===== config.mk =====
export PLATFORM = sky130hd
export DESIGN_NAME = fetch_unit
export DESIGN_NICKNAME = d
export VERILOG_FILES = /design/src/rtl/fetch_unit.sv
export SDC_FILE = /design/constraint.sdc
export NUM_CORES = 1
export LEC_CHECK = 0
export BUFFER_PORTS_ARGS = -buffer_cell sky130_fd_sc_hd__buf_4
export CORE_MARGIN = 3
export CORE_UTILIZATION = 47
export CTS_CLUSTER_SIZE = 10
export DETAILED_ROUTE_END_ITERATION = 7
export PLACE_DENSITY = 0.78
export REMOVE_ABC_BUFFERS = 1
export SYNTH_ARGS = -nofsm -noshare
export SYNTH_HDL_FRONTEND = slang
export SYNTH_SLANG_ARGS = --single-unit

===== constraint.sdc =====
create_clock -name i_clk -period 2.64 [get_ports i_clk]
set_input_delay 0.132 -clock i_clk [delete_from_list [all_inputs] [get_ports i_clk]]
set_output_delay 0.132 -clock i_clk [all_outputs]
set_load 0.01 [all_outputs]

===== src/rtl/fetch_unit.sv =====
// Instruction fetch stage: reads the PC, fetches one or two 16-bit words over a
// req/ack memory port and hands the assembled instruction to decode over valid/ready.
module fetch_unit #(
  parameter int ADDR_W  = 20,
  parameter int IMM_BIT = 0
) (
  input  logic              i_clk,
  input  logic              i_reset_n,
  input  logic [31:0]       i_pc,
  input  logic              i_flush,
  output logic              o_pc_enable,
  output logic [31:0]       o_pc_next,
  output logic              o_mem_req,
  output logic [ADDR_W-1:0] o_mem_addr,
  input  logic              i_mem_ack,
  input  logic [15:0]       i_mem_data,
  output logic              o_instr_valid,
  input  logic              i_decode_ready,
  output logic [31:0]       o_instr,
  output logic [31:0]       o_instr_pc
);

  localparam logic [2:0] IDLE     = 3'd0;
  localparam logic [2:0] FETCH_LO = 3'd1;
  localparam logic [2:0] FETCH_HI = 3'd2;
  localparam logic [2:0] HOLD     = 3'd3;
  localparam logic [2:0] DRAIN    = 3'd4;

  localparam logic [ADDR_W-1:0] ADDR_ONE = {{(ADDR_W-1){1'b0}}, 1'b1};

  logic [2:0]        state_r;
  logic [2:0]        state_nxt_s;
  logic [ADDR_W-1:0] addr_r;
  logic [ADDR_W-1:0] addr_nxt_s;
  logic [15:0]       op_r;
  logic [15:0]       op_nxt_s;
  logic [15:0]       imm_r;
  logic [15:0]       imm_nxt_s;
  logic [31:0]       pc_r;
  logic [31:0]       pc_nxt_s;
  logic              accept_s;
  logic              has_imm_s;
  logic [31:0]       seq_pc_s;

  // Sequential PC depends on whether the held opcode carries an immediate word.
  assign has_imm_s = op_r[IMM_BIT];
  assign seq_pc_s  = i_pc + (has_imm_s ? 32'd2 : 32'd1);
  assign accept_s  = (state_r == HOLD) && i_decode_ready && !i_flush;

  // Next-state and datapath update; a flush always wins over ack capture and accept.
  always_comb begin
    state_nxt_s = state_r;
    addr_nxt_s  = addr_r;
    op_nxt_s    = op_r;
    imm_nxt_s   = imm_r;
    pc_nxt_s    = pc_r;
    case (state_r)
      IDLE: begin
        if (i_flush) begin
          state_nxt_s = IDLE;
        end else begin
          state_nxt_s = FETCH_LO;
          addr_nxt_s  = i_pc[ADDR_W-1:0];
          pc_nxt_s    = i_pc;
        end
      end
      FETCH_LO: begin
        if (i_flush) begin
          state_nxt_s = i_mem_ack ? IDLE : DRAIN;
        end else if (i_mem_ack) begin
          op_nxt_s = i_mem_data;
          if (i_mem_data[IMM_BIT]) begin
            state_nxt_s = FETCH_HI;
            addr_nxt_s  = addr_r + ADDR_ONE;
          end else begin
            state_nxt_s = HOLD;
            imm_nxt_s   = 16'h0000;
          end
        end else begin
          state_nxt_s = FETCH_LO;
        end
      end
      FETCH_HI: begin
        if (i_flush) begin
          state_nxt_s = i_mem_ack ? IDLE : DRAIN;
        end else if (i_mem_ack) begin
          state_nxt_s = HOLD;
          imm_nxt_s   = i_mem_data;
        end else begin
          state_nxt_s = FETCH_HI;
        end
      end
      HOLD: begin
        if (i_flush) begin
          state_nxt_s = IDLE;
        end else if (accept_s) begin
          state_nxt_s = FETCH_LO;
          addr_nxt_s  = seq_pc_s[ADDR_W-1:0];
          pc_nxt_s    = seq_pc_s;
        end else begin
          state_nxt_s = HOLD;
        end
      end
      DRAIN: begin
        // The outstanding read cannot be retracted; its data is simply dropped.
        if (i_mem_ack) begin
          state_nxt_s = IDLE;
        end else begin
          state_nxt_s = DRAIN;
        end
      end
      default: begin
        state_nxt_s = IDLE;
      end
    endcase
  end

  // State and datapath registers.
  always_ff @(posedge i_clk or negedge i_reset_n) begin
    if (!i_reset_n) begin
      state_r <= IDLE;
      addr_r  <= {ADDR_W{1'b0}};
      op_r    <= 16'h0000;
      imm_r   <= 16'h0000;
      pc_r    <= 32'h0000_0000;
    end else begin
      state_r <= state_nxt_s;
      addr_r  <= addr_nxt_s;
      op_r    <= op_nxt_s;
      imm_r   <= imm_nxt_s;
      pc_r    <= pc_nxt_s;
    end
  end

  assign o_mem_req     = (state_r == FETCH_LO) || (state_r == FETCH_HI) || (state_r == DRAIN);
  assign o_mem_addr    = addr_r;
  assign o_instr_valid = (state_r == HOLD);
  assign o_instr       = {op_r, imm_r};
  assign o_instr_pc    = pc_r;
  assign o_pc_enable   = accept_s;
  assign o_pc_next     = seq_pc_s;

endmodule


==> flow_metrics.tcl <==
set metrics [dict create \
    max_slew_margin_pct 31.0 \
    worst-r2r-cell-count 11 \
    timing.rr.end "o_instr_pc[24]" \
    final_hold_viol_count 0 \
    yosysSeqAreaShare_pct 40.2 \
    detailed_placer_s_ending_hpwl_um 12800 \
    detail_route.iter0.violations 482 \
    path_max_fanout 6 \
    buffer_ports.inserted 171 \
    grt_remaining_overflow 0 \
    dr_total_vias 5404 \
    rows 38 \
    crit_arrival_ns 2.54 \
    internal_power_mw 3.39 \
    drcViolationCount 0 \
    failed_checks "negative setup slack" \
    netlist_area_before_placement_mm2 0.00541 \
    synth_cell_types 61 \
    grt_first_pass_wirelength_um 27200 \
    synth_ff_type "dfrtp_1" \
    total_die_area_mm2 0.0128 \
    ys_warn_count 0 \
    wl_per_cell_um 18.6 \
    antenna_found_initial 0 \
    finalWorstSetupSlack_ns -0.0310 \
    number_of_primary_i_o_pins 172 \
    critPathCapture "o_pc_next[22]" \
    vias_per_cell 5.77 \
    layout.cells.most_common_list "201 x buf_4, 95 x nand2_1, 87 x dfrtp_1" \
    peakVddDrop_v 0.000403 \
    final_common_cell "buf_4" \
    finClkSkew_ns 0.00848 \
    timing.critical_path.required_ns 2.51 \
    design_power_total_mw 5.36 \
    fp.dieW_um 113 \
    cp-start-kind "flip-flop" \
    largest_net_degree_at_the_start_of_global_routing 61 \
    route.antenna.remaining_nets 0 \
    fmax_mhz 374 \
    utilization_pct 66.5 \
    ff2ff_setup_slack_ns 0.11 \
    core_region_area_mm2 0.0110 \
    final-setup-viol-count 1 \
    slew_viol_final 0 \
    clkTransAtPathRegs_ns 0.07 \
    comb_power_share_pct 38.5 \
    max_cap_violations 0 \
    groute.usage.overall_pct 26.4 \
    place_congestion 0.901 \
    grt_pass1_vias 5217 \
    clk_path_buf_depth 2 \
    post-route-period-util_pct 101 \
    drive_gt1_share_pct 33.5 \
    hold_class "in -> reg" \
    first_pass_iters 6 \
    status "complete, but fails checks" \
    synth_edf_count 0 \
    start_util_pct 49.0 \
    htree_num_levels 3 \
    timing_worst_setup_path_type "reg -> out" \
    rsz0062_at_grt "true" \
    chipHeight_um 113 \
    antenna-diode-count 0 \
    seq_power_share_pct 39.1 \
    cp-end-kind "output pin" \
    stdcell_area_mm2 0.00734 \
    filler_cell_count 898 \
    critPathLaunch "op_r[0]" \
    worst-slew-pin-transition_ns 1.03 \
    cellLeakagePower_nw 3.39 \
    fin_nets 849 \
    post_dp_cell_area_mm2 0.00684 \
    clk_latency_ns 0.34 \
    setup_tns_ns -0.0310 \
    cts_inserted_buffers 9 \
    synthArstFlopShare_pct 100 \
    final.hold.worst_slack_ns 0.0162 \
    final_period_minus_worst_setup_slack_ns 2.67 \
    synth_area_per_cell_um2 8.65 \
    cts_sinks 87 \
    root_buffer "clkbuf_16" \
    switchingPower_mw 1.98 \
    power_density_mw_per_mm2 731 \
    portion_of_total_power_attributed_to_the_clock_network_pct 22.4 \
    r2r-start "op_r[0]" \
    area_delta_synth_final_pct 35.6 \
    timing.hold.worst_path_depth 3 \
    synth.ff_latch_count 87 \
    synthesis.instances 625 \
    netSwitchingFraction_pct 36.8 \
    cts_tree "yes" \
    detail_route.wirelength_um 17400 \
]
[state kept, by name, summed over array words and instances, names as in the netlist]
register    cells
o_instr_pc     32
state_r         3
op_r           16
imm_r          16
o_mem_addr     20
[cell type report]
cell class	instances	area (um^2)	area share (%)
multi-input cells	475	3080	42.0
flip-flops and latches	87	2180	29.7
repair buffers	206	1580	21.5
clock buffers	10	229	3.12
well taps	140	175	2.39
inverters	13	48.8	0.665
clock inverters	5	42.5	0.580
[cells by family after synthesis]
group	count (synthesis)	share of synthesized area, %
AOI/OAI and AO/OA	126	14.3
buffers and inverters	63	4.83
xor gates and xnor gates	59	9.55
adders and majority gates	4	1.06
DFF	87	40.2
and+or+nand+nor	267	26.0
muxes	19	3.91
[synthesized netlist by cell type (3+ instances only)]
master     n  share of area (%)
nand2_1   96                6.7
dfrtp_1   87                 40
o21ai_0   56                5.2
xnor2_1   40                6.5
nor2_1    38                2.6
clkbuf_1  34                2.4
nand3_1   34                3.1
nor3_1    23                2.1
xor2_1    19                3.1
mux2_2    17                3.5
nor4_1    15                1.7
buf_2     14                1.3
nand4_1   14                1.6
inv_1     13               0.90
a21oi_1   12                1.1
and3_1    11                1.3
a31oi_1    9                1.0
o21ai_1    7               0.65
and4_1     6               0.97
a21o_1     5               0.69
nor4_4     5                2.0
a211oi_1   4               0.56
and2_1     4               0.46
nand2b_1   4               0.46
o211ai_1   4               0.56
o22ai_1    4               0.46
a22oi_1    3               0.42
ha_1       3               0.69
nand3b_1   3               0.42
o221ai_1   3               0.49
o31a_1     3               0.49
[per-layer routing]
metal	vias to the layer above	share of wire [%]	routed length [um]	track usage, %
met4	0	2.2	377	9.38
met3	24	7.0	1210	4.28
li1	2544	-	-	-
met1	2601	41	7170	35.4
met2	235	50	8610	43.4
met5	-	0	0	0
[power groups by stage]
| stage | registers (mW) | logic (mW) | clock network, mW |
|---|---|---|---|
| 2_1_floorplan | 2.22 | 0.731 | 0 |
| 3_3_place_gp | 2.08 | 1.99 | 0 |
| 3_5_place_dp | 2.11 | 2.03 | 0 |
| 4_1_cts | 2.09 | 2.05 | 1.23 |
| 5_1_grt | 2.16 | 2.24 | 1.28 |
| 6_report | 2.10 | 2.07 | 1.20 |
[through the flow]
stage / worst slack, ns / instances
floorplan: -2.01 / 575
global placement: 0.143 / 908
detailed placement: 0.0732 / 908
CTS: 0.0168 / 931
global route: -0.134 / 936
finish: -0.0310 / 936
[worst min-delay path by stage]
| stage | from | to | slack (ns) |
|---|---|---|---|
| 3_3_place_gp | i_reset_n | o_instr_pc[25] | 0.15 |
| 2_1_floorplan | i_reset_n | imm_r[0] | -0.16 |
| 5_1_grt | i_mem_data[11] | imm_r[11] | 0.02 |
| 3_5_place_dp | i_reset_n | o_instr_pc[25] | 0.17 |
| 4_1_cts | i_mem_data[13] | imm_r[13] | 0.009 |
| 6_report | i_mem_data[13] | imm_r[13] | 0.02 |
[worst max-delay path, stage by stage (launching register included)]
cell	delay [ns]
dfrtp_1	0.39
inv_2	0.09
ha_4	0.14
inv_2	0.03
fa_2	0.35
and3b_2	0.30
nand3_4	0.17
nor3_4	0.26
and3_4	0.23
xor2_2	0.12
buf_4	0.13
[repair_timing]
item | 4_1_cts | 5_1_grt
hold buffers | 3 | 0
setup endpoints to repair | 9 | 14
endpoints found under the hold margin | 43 | 0
setup buffers | 5 | 5
pin swaps | 6 | 15
gates resized for setup | 16 | 10
Power figures use the tool's default switching activity.
